## config.mk

```make
export PLATFORM = sky130hd
export DESIGN_NAME = eight_one_tdm_mux_flat
export DESIGN_NICKNAME = d
export VERILOG_FILES = /design/src/rtl/tdm_pkg.sv /design/src/rtl/eight_one_tdm_mux_if.sv /design/src/rtl/tdm_slot_counter.sv /design/src/rtl/eight_one_tdm_mux.sv /design/src/flat_wrapper.sv
export SDC_FILE = /design/constraint.sdc
export NUM_CORES = 1
export LEC_CHECK = 0
export CAP_MARGIN = 5
export CORE_UTILIZATION = 34
export DETAILED_ROUTE_END_ITERATION = 12
export GPL_ROUTABILITY_DRIVEN = 0
export GPL_TIMING_DRIVEN = 0
export HOLD_SLACK_MARGIN = 0.03
export PLACE_DENSITY = 0.74
export REMOVE_ABC_BUFFERS = 1
export SYNTH_ARGS = -nofsm -noshare
export SYNTH_HDL_FRONTEND = slang
export SYNTH_HIERARCHICAL = 1
export SYNTH_SLANG_ARGS = --single-unit
```

## constraint.sdc

```tcl
create_clock -name clk -period 1.5 [get_ports clk]
set_input_delay 0.375 -clock clk [delete_from_list [all_inputs] [get_ports clk]]
set_output_delay 0.375 -clock clk [all_outputs]
set_load 0.03 [all_outputs]
```

## src/rtl/tdm_pkg.sv

```systemverilog
// Shared TDM definitions for the 8:1 transmit mux and the matching 1:8 receive demux.
// Both ends must agree on the slot numbering and on which slot opens a frame.
package tdm_pkg;

    localparam int NUM_CH = 8;
    localparam int SEL_W  = 3;

    typedef logic [SEL_W-1:0] slot_t;

    localparam slot_t FRAME_SLOT0 = '0;
    localparam slot_t SLOT_LAST   = slot_t'(NUM_CH - 1);

    // Round-robin successor; the last slot wraps back to the frame start.
    function automatic slot_t next_slot(input slot_t s);
        return (s == SLOT_LAST) ? FRAME_SLOT0 : s + slot_t'(1);
    endfunction

endpackage

```

## src/rtl/eight_one_tdm_mux_if.sv

```systemverilog
// Channel-side and link-side signals of the TDM mux.
// The master modport is the environment side and the slave modport is the mux side.
interface eight_one_tdm_mux_if #(
    parameter int WIDTH = 1
);

    logic [tdm_pkg::NUM_CH*WIDTH-1:0] I;
    logic [tdm_pkg::NUM_CH-1:0]       I_valid;
    logic [tdm_pkg::NUM_CH-1:0]       I_ready;
    logic [WIDTH-1:0]                 Y;
    tdm_pkg::slot_t                   Sel;
    logic                             Y_valid;
    logic                             Y_occ;
    logic                             Y_ready;
    logic                             frame_start;

    modport master (
        output I, I_valid, Y_ready,
        input  I_ready, Y, Sel, Y_valid, Y_occ, frame_start
    );

    modport slave (
        input  I, I_valid, Y_ready,
        output I_ready, Y, Sel, Y_valid, Y_occ, frame_start
    );

endinterface

```

## src/rtl/tdm_slot_counter.sv

```systemverilog
// Slot pointer for the TDM scan: holds the next slot to emit and
// advances one slot (mod 8) on each enabled cycle.
module tdm_slot_counter
    import tdm_pkg::*;
(
    input  logic  clk,
    input  logic  rst,
    input  logic  en_i,
    output slot_t slot_o
);

    slot_t slot_q;

    always_ff @(posedge clk) begin
        if (rst) begin
            slot_q <= FRAME_SLOT0;
        end else if (en_i) begin
            slot_q <= next_slot(slot_q);
        end
    end

    assign slot_o = slot_q;

endmodule

```

## src/rtl/eight_one_tdm_mux.sv

```systemverilog
// Time-division 8:1 mux: every slot emits one registered beat tagged with its
// slot number and an occupancy flag, whether or not its channel had data.
module eight_one_tdm_mux
    import tdm_pkg::*;
#(
    parameter int WIDTH = 1
) (
    input  logic               clk,
    input  logic               rst,
    input  logic               en,
    eight_one_tdm_mux_if.slave bus
);

    slot_t             slot;
    logic              load;
    logic [WIDTH-1:0]  slot_data;
    logic              slot_valid;
    logic [NUM_CH-1:0] i_ready;

    logic [WIDTH-1:0]  y_q;
    slot_t             sel_q;
    logic              y_valid_q;
    logic              y_occ_q;
    logic              frame_start_q;

    // The output register is free when empty or when its beat leaves this cycle.
    assign load = en & ~rst & (~y_valid_q | bus.Y_ready);

    tdm_slot_counter u_slot_counter (
        .clk    (clk),
        .rst    (rst),
        .en_i   (load),
        .slot_o (slot)
    );

    always_comb begin
        slot_data  = '0;
        slot_valid = 1'b0;
        i_ready    = '0;
        for (int k = 0; k < NUM_CH; k++) begin
            if (slot == slot_t'(k)) begin
                slot_data  = bus.I[k*WIDTH +: WIDTH];
                slot_valid = bus.I_valid[k];
                i_ready[k] = load & bus.I_valid[k];
            end
        end
    end

    always_ff @(posedge clk) begin
        if (rst) begin
            y_q           <= '0;
            sel_q         <= FRAME_SLOT0;
            y_valid_q     <= 1'b0;
            y_occ_q       <= 1'b0;
            frame_start_q <= 1'b0;
        end else if (load) begin
            y_q           <= slot_data;
            sel_q         <= slot;
            y_valid_q     <= 1'b1;
            y_occ_q       <= slot_valid;
            frame_start_q <= (slot == FRAME_SLOT0);
        end else if (bus.Y_ready) begin
            // Drained with nothing to replace it; data fields keep their last value.
            y_valid_q     <= 1'b0;
            frame_start_q <= 1'b0;
        end
    end

    assign bus.I_ready     = i_ready;
    assign bus.Y           = y_q;
    assign bus.Sel         = sel_q;
    assign bus.Y_valid     = y_valid_q;
    assign bus.Y_occ       = y_occ_q;
    assign bus.frame_start = frame_start_q;

endmodule

```

## src/flat_wrapper.sv

```systemverilog
// flat-port wrapper written by rule: the top's interface ports become plain ports
module eight_one_tdm_mux_flat import tdm_pkg::*;
#(
    parameter int WIDTH = 1
)
  (clk, rst, en, bus_I, bus_I_valid, bus_Y_ready, bus_I_ready, bus_Y, bus_Sel, bus_Y_valid, bus_Y_occ, bus_frame_start);
  eight_one_tdm_mux_if #(.WIDTH(WIDTH)) bus_i ();
  input  logic clk;
  input  logic rst;
  input  logic en;
  input wire logic [$bits(bus_i.I)-1:0] bus_I;
  input wire logic [$bits(bus_i.I_valid)-1:0] bus_I_valid;
  input wire logic [$bits(bus_i.Y_ready)-1:0] bus_Y_ready;
  output wire logic [$bits(bus_i.I_ready)-1:0] bus_I_ready;
  output wire logic [$bits(bus_i.Y)-1:0] bus_Y;
  output wire logic [$bits(bus_i.Sel)-1:0] bus_Sel;
  output wire logic [$bits(bus_i.Y_valid)-1:0] bus_Y_valid;
  output wire logic [$bits(bus_i.Y_occ)-1:0] bus_Y_occ;
  output wire logic [$bits(bus_i.frame_start)-1:0] bus_frame_start;
  assign bus_i.I = bus_I;
  assign bus_i.I_valid = bus_I_valid;
  assign bus_i.Y_ready = bus_Y_ready;
  assign bus_I_ready = bus_i.I_ready;
  assign bus_Y = bus_i.Y;
  assign bus_Sel = bus_i.Sel;
  assign bus_Y_valid = bus_i.Y_valid;
  assign bus_Y_occ = bus_i.Y_occ;
  assign bus_frame_start = bus_i.frame_start;
  eight_one_tdm_mux #(.WIDTH(WIDTH)) u_core (.clk(clk), .rst(rst), .en(en), .bus(bus_i));
endmodule
```

==> flow_summary.yaml, run 1 <==
run_status:
  status: "complete, but fails checks"
  violations: "negative setup slack"
placement:
  dp_hpwl_microns: 1170
  io_buffer_count: 34
  place_inst: 134
detailed_routing:
  vias: 744
  drc: 0
  dr.pass1.iters: 4
  drtIter0Drc: 12
  ant_nets: 0
  vias_per_cell: 5.06
  post_drt_wl_per_cell_microns: 12.9
  routed_wirelength_microns: 1900
global_route:
  use_met2_pct: 32.6
  grt_pass1_vias: 613
  grt-busiest-layer: "met2"
  grtUsageTotal_pct: 18.2
  grt-ovfl-total: 0
  grt_pass1_wl_microns: 2720
  met1_usage_pct: 21.0
  use_met3_pct: 4.76
  antenna_found_initial: 0
  grt_max_degree: 21
synthesis:
  yosysUniqueCellTypes: 30
  synthCells: 80
  ys_seq_area_share_pct: 31.0
  syn-cell-area_sq_um: 646
  ys_ff_latch: 10
  syn_avg_cell_area_sq_um: 8.07
  ys_warn_count: 6
layout:
  finalNetCount: 146
  syn_to_final_growth_pct: 74.2
  final_common_cell: "clkdlybuf4s50_1"
  final_cell_mix: "clkdlybuf4s50_1 (15), buf_4 (14), dlygate4sd2_1 (8), nand2_1 (8), a21oi_1 (8)"
  fill_cells: 162
  diodes: 0
  drive_gt1_share_pct: 33.6
  fin_cells: 147
timing:
  relSlewSlack_pct: 79.0
  hold_viol_final: 0
  worst_slew_pin_slew_ns: 0.316
  setup_tns_ns: -2.40
  worst_slack_ns: -0.333
  finalCritPeriodShare_pct: 122
  period_minus_slack_ns: 1.83
  slew_viol_final: 0
  setup_viol_count_final: 10
  rsz0062_at_grt: "yes"
  fmax_mhz: 546
  timing.clock.skew_ns: 0.00132
power_and_ir_drop:
  ir_drop_mv: 0.304
  p_per_area_nw_per_um2: 588
  p_leak_nw: 0.464
worst_setup_path:
  rr_worst_depth: 8
  worstSetupEndpointType: "output port"
  worstSetupPathType: "reg -> out"
  crit_required_ns: 1.12
  cp_max_fo: 7
  crit_path_start_kind: "flop"
  arrival_ns: 1.46
floorplanning:
  die_w_microns: 45.6
  ios: 35
  core_sq_um: 1750
  die_area_sq_um: 2080
  die_h_microns: 45.6
  rows: 15
  initial_core_util_pct: 37.0
clocking:
  clk_latency_ns: 0.26
  clock_path_buffers: 2
  clkTransAtPathRegs_ns: 0.06
  cts_buffers: 3
  cts_hold_buf: 0
  cts_tree: "yes"
  cts-root-buf: "clkbuf_4"
  htree_num_levels: 1
  clock-sinks: 10
hold_path:
  holdPathStages: 3
  hp-class: "in -> reg"
run:
  max_cap_violations: 0
## stage by stage
stage	util, %	worst slack [ns]	area [sq um]	total power, mW	hold slack, ns
finish	64.4	-0.333	1120	0.661	0.416
global route	64.4	-0.396	1120	0.693	0.426
CTS	61.7	-0.329	1080	0.656	0.399
detailed placement	56.5	-1.38	986	0.463	0.448
global placement	56.5	-1.39	986	0.460	0.435
floorplan	-	-0.832	614	0.374	0.437
## path summary, 6_finish.rpt
check / from / endpoint / slack, ns
setup / recovery: u_core/bus.Y_valid$_SDFFE_PP0P_ / bus_I_ready[7] / -0.33
hold / removal: bus_Y_ready / u_core/bus.frame_start$_SDFFE_PP0P_ / 0.42
setup reg to reg: u_core/bus.Y_valid$_SDFFE_PP0P_ / u_core/u_slot_counter/slot_o[0]$_SDFFE_PP0P_ / -0.10
hold reg to reg: u_core/bus.Sel[0]$_SDFFE_PP0P_ / u_core/bus.Sel[0]$_SDFFE_PP0P_ / 0.45
## critical path, cell delays in order, from the launching register on
cell,delay (ns)
dfxtp_2,0.33
nand2b_4,0.08
nand2_4,0.05
or2_4,0.28
buf_6,0.14
nor3_2,0.13
buf_4,0.18
## report_power, final
group | internal, mW | leakage, nW | total [mW] | switching, mW
logic | 0.107 | 0.367 | 0.190 | 0.0832
clock network | 0.0922 | 0.0138 | 0.175 | 0.0826
registers | 0.276 | 0.0839 | 0.296 | 0.0197
total | 0.476 | 0.464 | 0.661 | 0.186
## logic make-up after synthesis
group / synth area share (%)
and+or+nand+nor: 34.3
AOI/OAI and AO/OA: 14.5
DFF: 31.0
buffers and inverters: 6.59
muxes: 9.69
adders and majority gates: 3.88
## area by class of cell
type	instances	area (sq um)	share of cell area, %
repair buffers	44	398	35.4
clock buffers	3	22.5	2.00
well taps	25	31.3	2.78
inverters	3	13.8	1.22
multi-input cells	62	449	39.9
flip-flops and latches	10	210	18.7
## metal layers
| layer | up-vias | routed length, microns |
|---|---|---|
| met4 | 0 | 0 |
| met3 | 0 | 77 |
| met5 | - | 0 |
| met2 | 18 | 1010 |
| li1 | 371 | - |
| met1 | 355 | 812 |
## sequential cells by signal (all words and copies together) (netlist names)
name / flops
u_core/bus.Y_valid: 1
u_core/bus.Y_occ: 1
u_core/u_slot_counter/slot_o: 3
u_core/bus.frame_start: 1
u_core/bus.Sel: 3
u_core/bus.Y: 1
## synth_stat cells (all sizes together)
cell type	number	area [sq um]
nand3	5	25.0
nor4	2	12.5
ha	2	25.0
nand2	9	36.3
or4	1	7.51
nor2	6	22.5
a311oi	1	8.76
dfxtp	10	200
nor2b	1	6.26
or2	1	6.26
a21oi	9	48.8
nor3	5	25.0
buf	3	23.8
a211o	1	8.76
or3b	1	8.76
a211oi	1	7.51
inv	3	11.3
nand3b	3	22.5
clkbuf	2	7.51
nand2b	6	40.0
nand4b	1	8.76
o31ai	2	20.0
mux4	1	22.5
mux2i	4	40.0
## repair_timing
action | in CTS | in global routing
pin swaps | 6 | 2
setup endpoints to repair | 20 | 11
setup buffers | 7 | 3
gates resized for setup | 90 | 6
Note: power is estimated with default switching activity, not from simulation.
==> run 2: changes to the inputs <==
Settings changed: REMOVE_ABC_BUFFERS 1 to unset.
==> run 2 against run 1 <==
Wire length is 4.2% lower. Clock skew increased by 0.0035 ns. Final cell count grew 4.1%. The run still ends with negative setup slack left. Die area unchanged. Clock-buffer cell count unchanged. Core utilization up 11 points. Global-route usage is 1.5 points higher. Register-to-register slack hardly changed. Design area rose by 17%. Total power rose by 6.7%. Critical path type unchanged. Sequential power decreased by 3%. Critical endpoint unchanged. Worst setup slack improved by 0.0065 ns. Highest routed layer unchanged.
==> flow_summary.yaml, run 2 (synthesis gave the netlist of run 1 again) <==
detailed_routing:
  vias: 772
  post_drt_wl_per_cell_microns: 11.9
  drtIter0Drc: 7
  vias_per_cell: 5.05
  ant_nets: 0
  routed_wirelength_microns: 1820
  drc: 0
  dr.pass1.iters: 4
timing:
  whs_ns: 0.415
  finalCritPeriodShare_pct: 122
  worst_slack_ns: -0.326
  setup_viol_count_final: 10
  fmax_mhz: 548
  period_minus_slack_ns: 1.83
  hold_viol_final: 0
  setup_tns_ns: -2.44
  timing.clock.skew_ns: 0.00487
  rsz0062_at_grt: "yes"
  relSlewSlack_pct: 79.4
  slew_viol_final: 0
  worst_slew_pin_slew_ns: 0.310
worst_setup_path:
  worstSetupEndpoint: "bus_I_ready[7]"
  path_cells: "nand2b_4 > nand2_4 > or2_4 > buf_12 > nor3_4 > buf_6"
  critPathSlowestCell: "dfxtp_2"
  worstSetupPathType: "reg -> out"
  arrival_ns: 1.45
  critical-path-max-stage-delay_ns: 0.33
  rr_worst_depth: 6
  r2r_end: "u_core/bus.Y$_SDFFE_PP0P_"
  regToRegSetupSlack_ns: -0.09
  crit_required_ns: 1.12
  worstSetupEndpointType: "output port"
  cp_max_fo: 5
  critPathLaunch: "u_core/bus.Y_valid$_SDFFE_PP0P_"
  r2r-start: "u_core/u_slot_counter/slot_o[0]$_SDFFE_PP0P_"
  crit_path_start_kind: "flop"
layout:
  fin_cells: 153
  final_cell_mix: "clkdlybuf4s50_1 (16), buf_6 (10), buf_4 (9)"
  fill_cells: 141
  syn_to_final_growth_pct: 103
  finalNetCount: 152
  final_core_util_pct: 75.3
  final_common_cell: "clkdlybuf4s50_1"
  diodes: 0
  fin_area_sq_um: 1310
  drive_gt1_share_pct: 40.6
floorplanning:
  core_sq_um: 1750
  ios: 35
  die_w_microns: 45.6
  die_area_sq_um: 2080
  rows: 15
  die_h_microns: 45.6
  initial_core_util_pct: 37.0
power_and_ir_drop:
  ir_drop_mv: 0.638
  total_power_uw: 705
  p_leak_nw: 0.556
  p_per_area_nw_per_um2: 537
global_route:
  antenna_found_initial: 0
  grt_pass1_wl_microns: 2970
  grtUsageTotal_pct: 19.8
  grt-ovfl-total: 0
  grt_max_degree: 11
  grt_pass1_vias: 686
run:
  max_cap_violations: 0
placement:
  io_buffer_count: 34
  place_ws_ns: -1.25
  dp_hpwl_microns: 1300
  place_inst: 139
  placed_cell_area_sq_um: 1140
run_status:
  status: "complete, but fails checks"
  violations: "negative setup slack"
clocking:
  cts_hold_buf: 0
  cts-root-buf: "clkbuf_4"
  clk_latency_ns: 0.26
  clock_path_buffers: 2
  cts_tree: "yes"
  clkTransAtPathRegs_ns: 0.06
  htree_num_levels: 1
  clock-sinks: 10
  cts_buffers: 3
synthesis:
  synthesis.nets: 102
hold_path:
  hp-class: "in -> reg"
[run 2: cell types whose count changed in the layout (fill, tap and decap cells not counted), moves of 2 or more]
cell	change
buf_4	-5
nor4_4	+2
dfxtp_4	-2
clkbuf_8	+2
buf_6	+6
nor3_2	-4
nor3_4	+5
dfxtp_2	+2
[run 2: report_power, final]
part           internal (mW)  switching [mW]  total (mW)
registers              0.278         0.00875       0.287
logic                  0.137           0.107       0.245
clock network         0.0921          0.0813       0.173
[run 2: area by class of cell]
cell class | instances | area [sq um] | area share [%]
flip-flops and latches | 10 | 205 | 15.6
multi-input cells | 62 | 522 | 39.7
clock buffers | 3 | 22.5 | 1.71
well taps | 25 | 31.3 | 2.38
repair buffers | 45 | 445 | 33.9
inverters | 3 | 13.8 | 1.05
plain buffers | 5 | 73.8 | 5.62
[run 2: worst max-delay path: cells and delay by family (launching register included)]
kind	cells	cell delay [ns]
buf+inv	2	0.30
flops	1	0.33
simple gates	4	0.56
[run 2: how the worst min path moves through the flow]
stage          slack, ns                      startpoint  cells after the start                                   to
6_report            0.42                     bus_Y_ready                      3  u_core/bus.frame_start$_SDFFE_PP0P_
5_1_grt             0.42                     bus_Y_ready                      3  u_core/bus.frame_start$_SDFFE_PP0P_
4_1_cts             0.40                     bus_Y_ready                      3  u_core/bus.frame_start$_SDFFE_PP0P_
3_5_place_dp        0.45  u_core/bus.Sel[1]$_SDFFE_PP0P_                      2       u_core/bus.Sel[1]$_SDFFE_PP0P_
3_3_place_gp        0.44   u_core/bus.Y_occ$_SDFFE_PP0P_                      2        u_core/bus.Y_occ$_SDFFE_PP0P_
2_1_floorplan       0.44                             rst                      1      u_core/bus.Y_valid$_SDFFE_PP0P_
[run 2: per-layer routing]
metal | wire length [microns] | share of wire (%) | vias up | track usage [%]
met1 | 772 | 42 | 358 | 25.7
met3 | 106 | 5.8 | 0 | 7.14
li1 | - | - | 389 | -
met5 | 0 | 0 | - | 0
met4 | 0 | 0 | 0 | 1.82
met2 | 939 | 52 | 25 | 32.3
[run 2: what timing repair did]
| item | 4_1_cts | 5_1_grt |
|---|---|---|
| setup buffers | 5 | 6 |
| gates cloned | 1 | 0 |
| resized for setup | 86 | 5 |
| pin swaps | 6 | 2 |
| endpoints found under the setup margin | 20 | 10 |
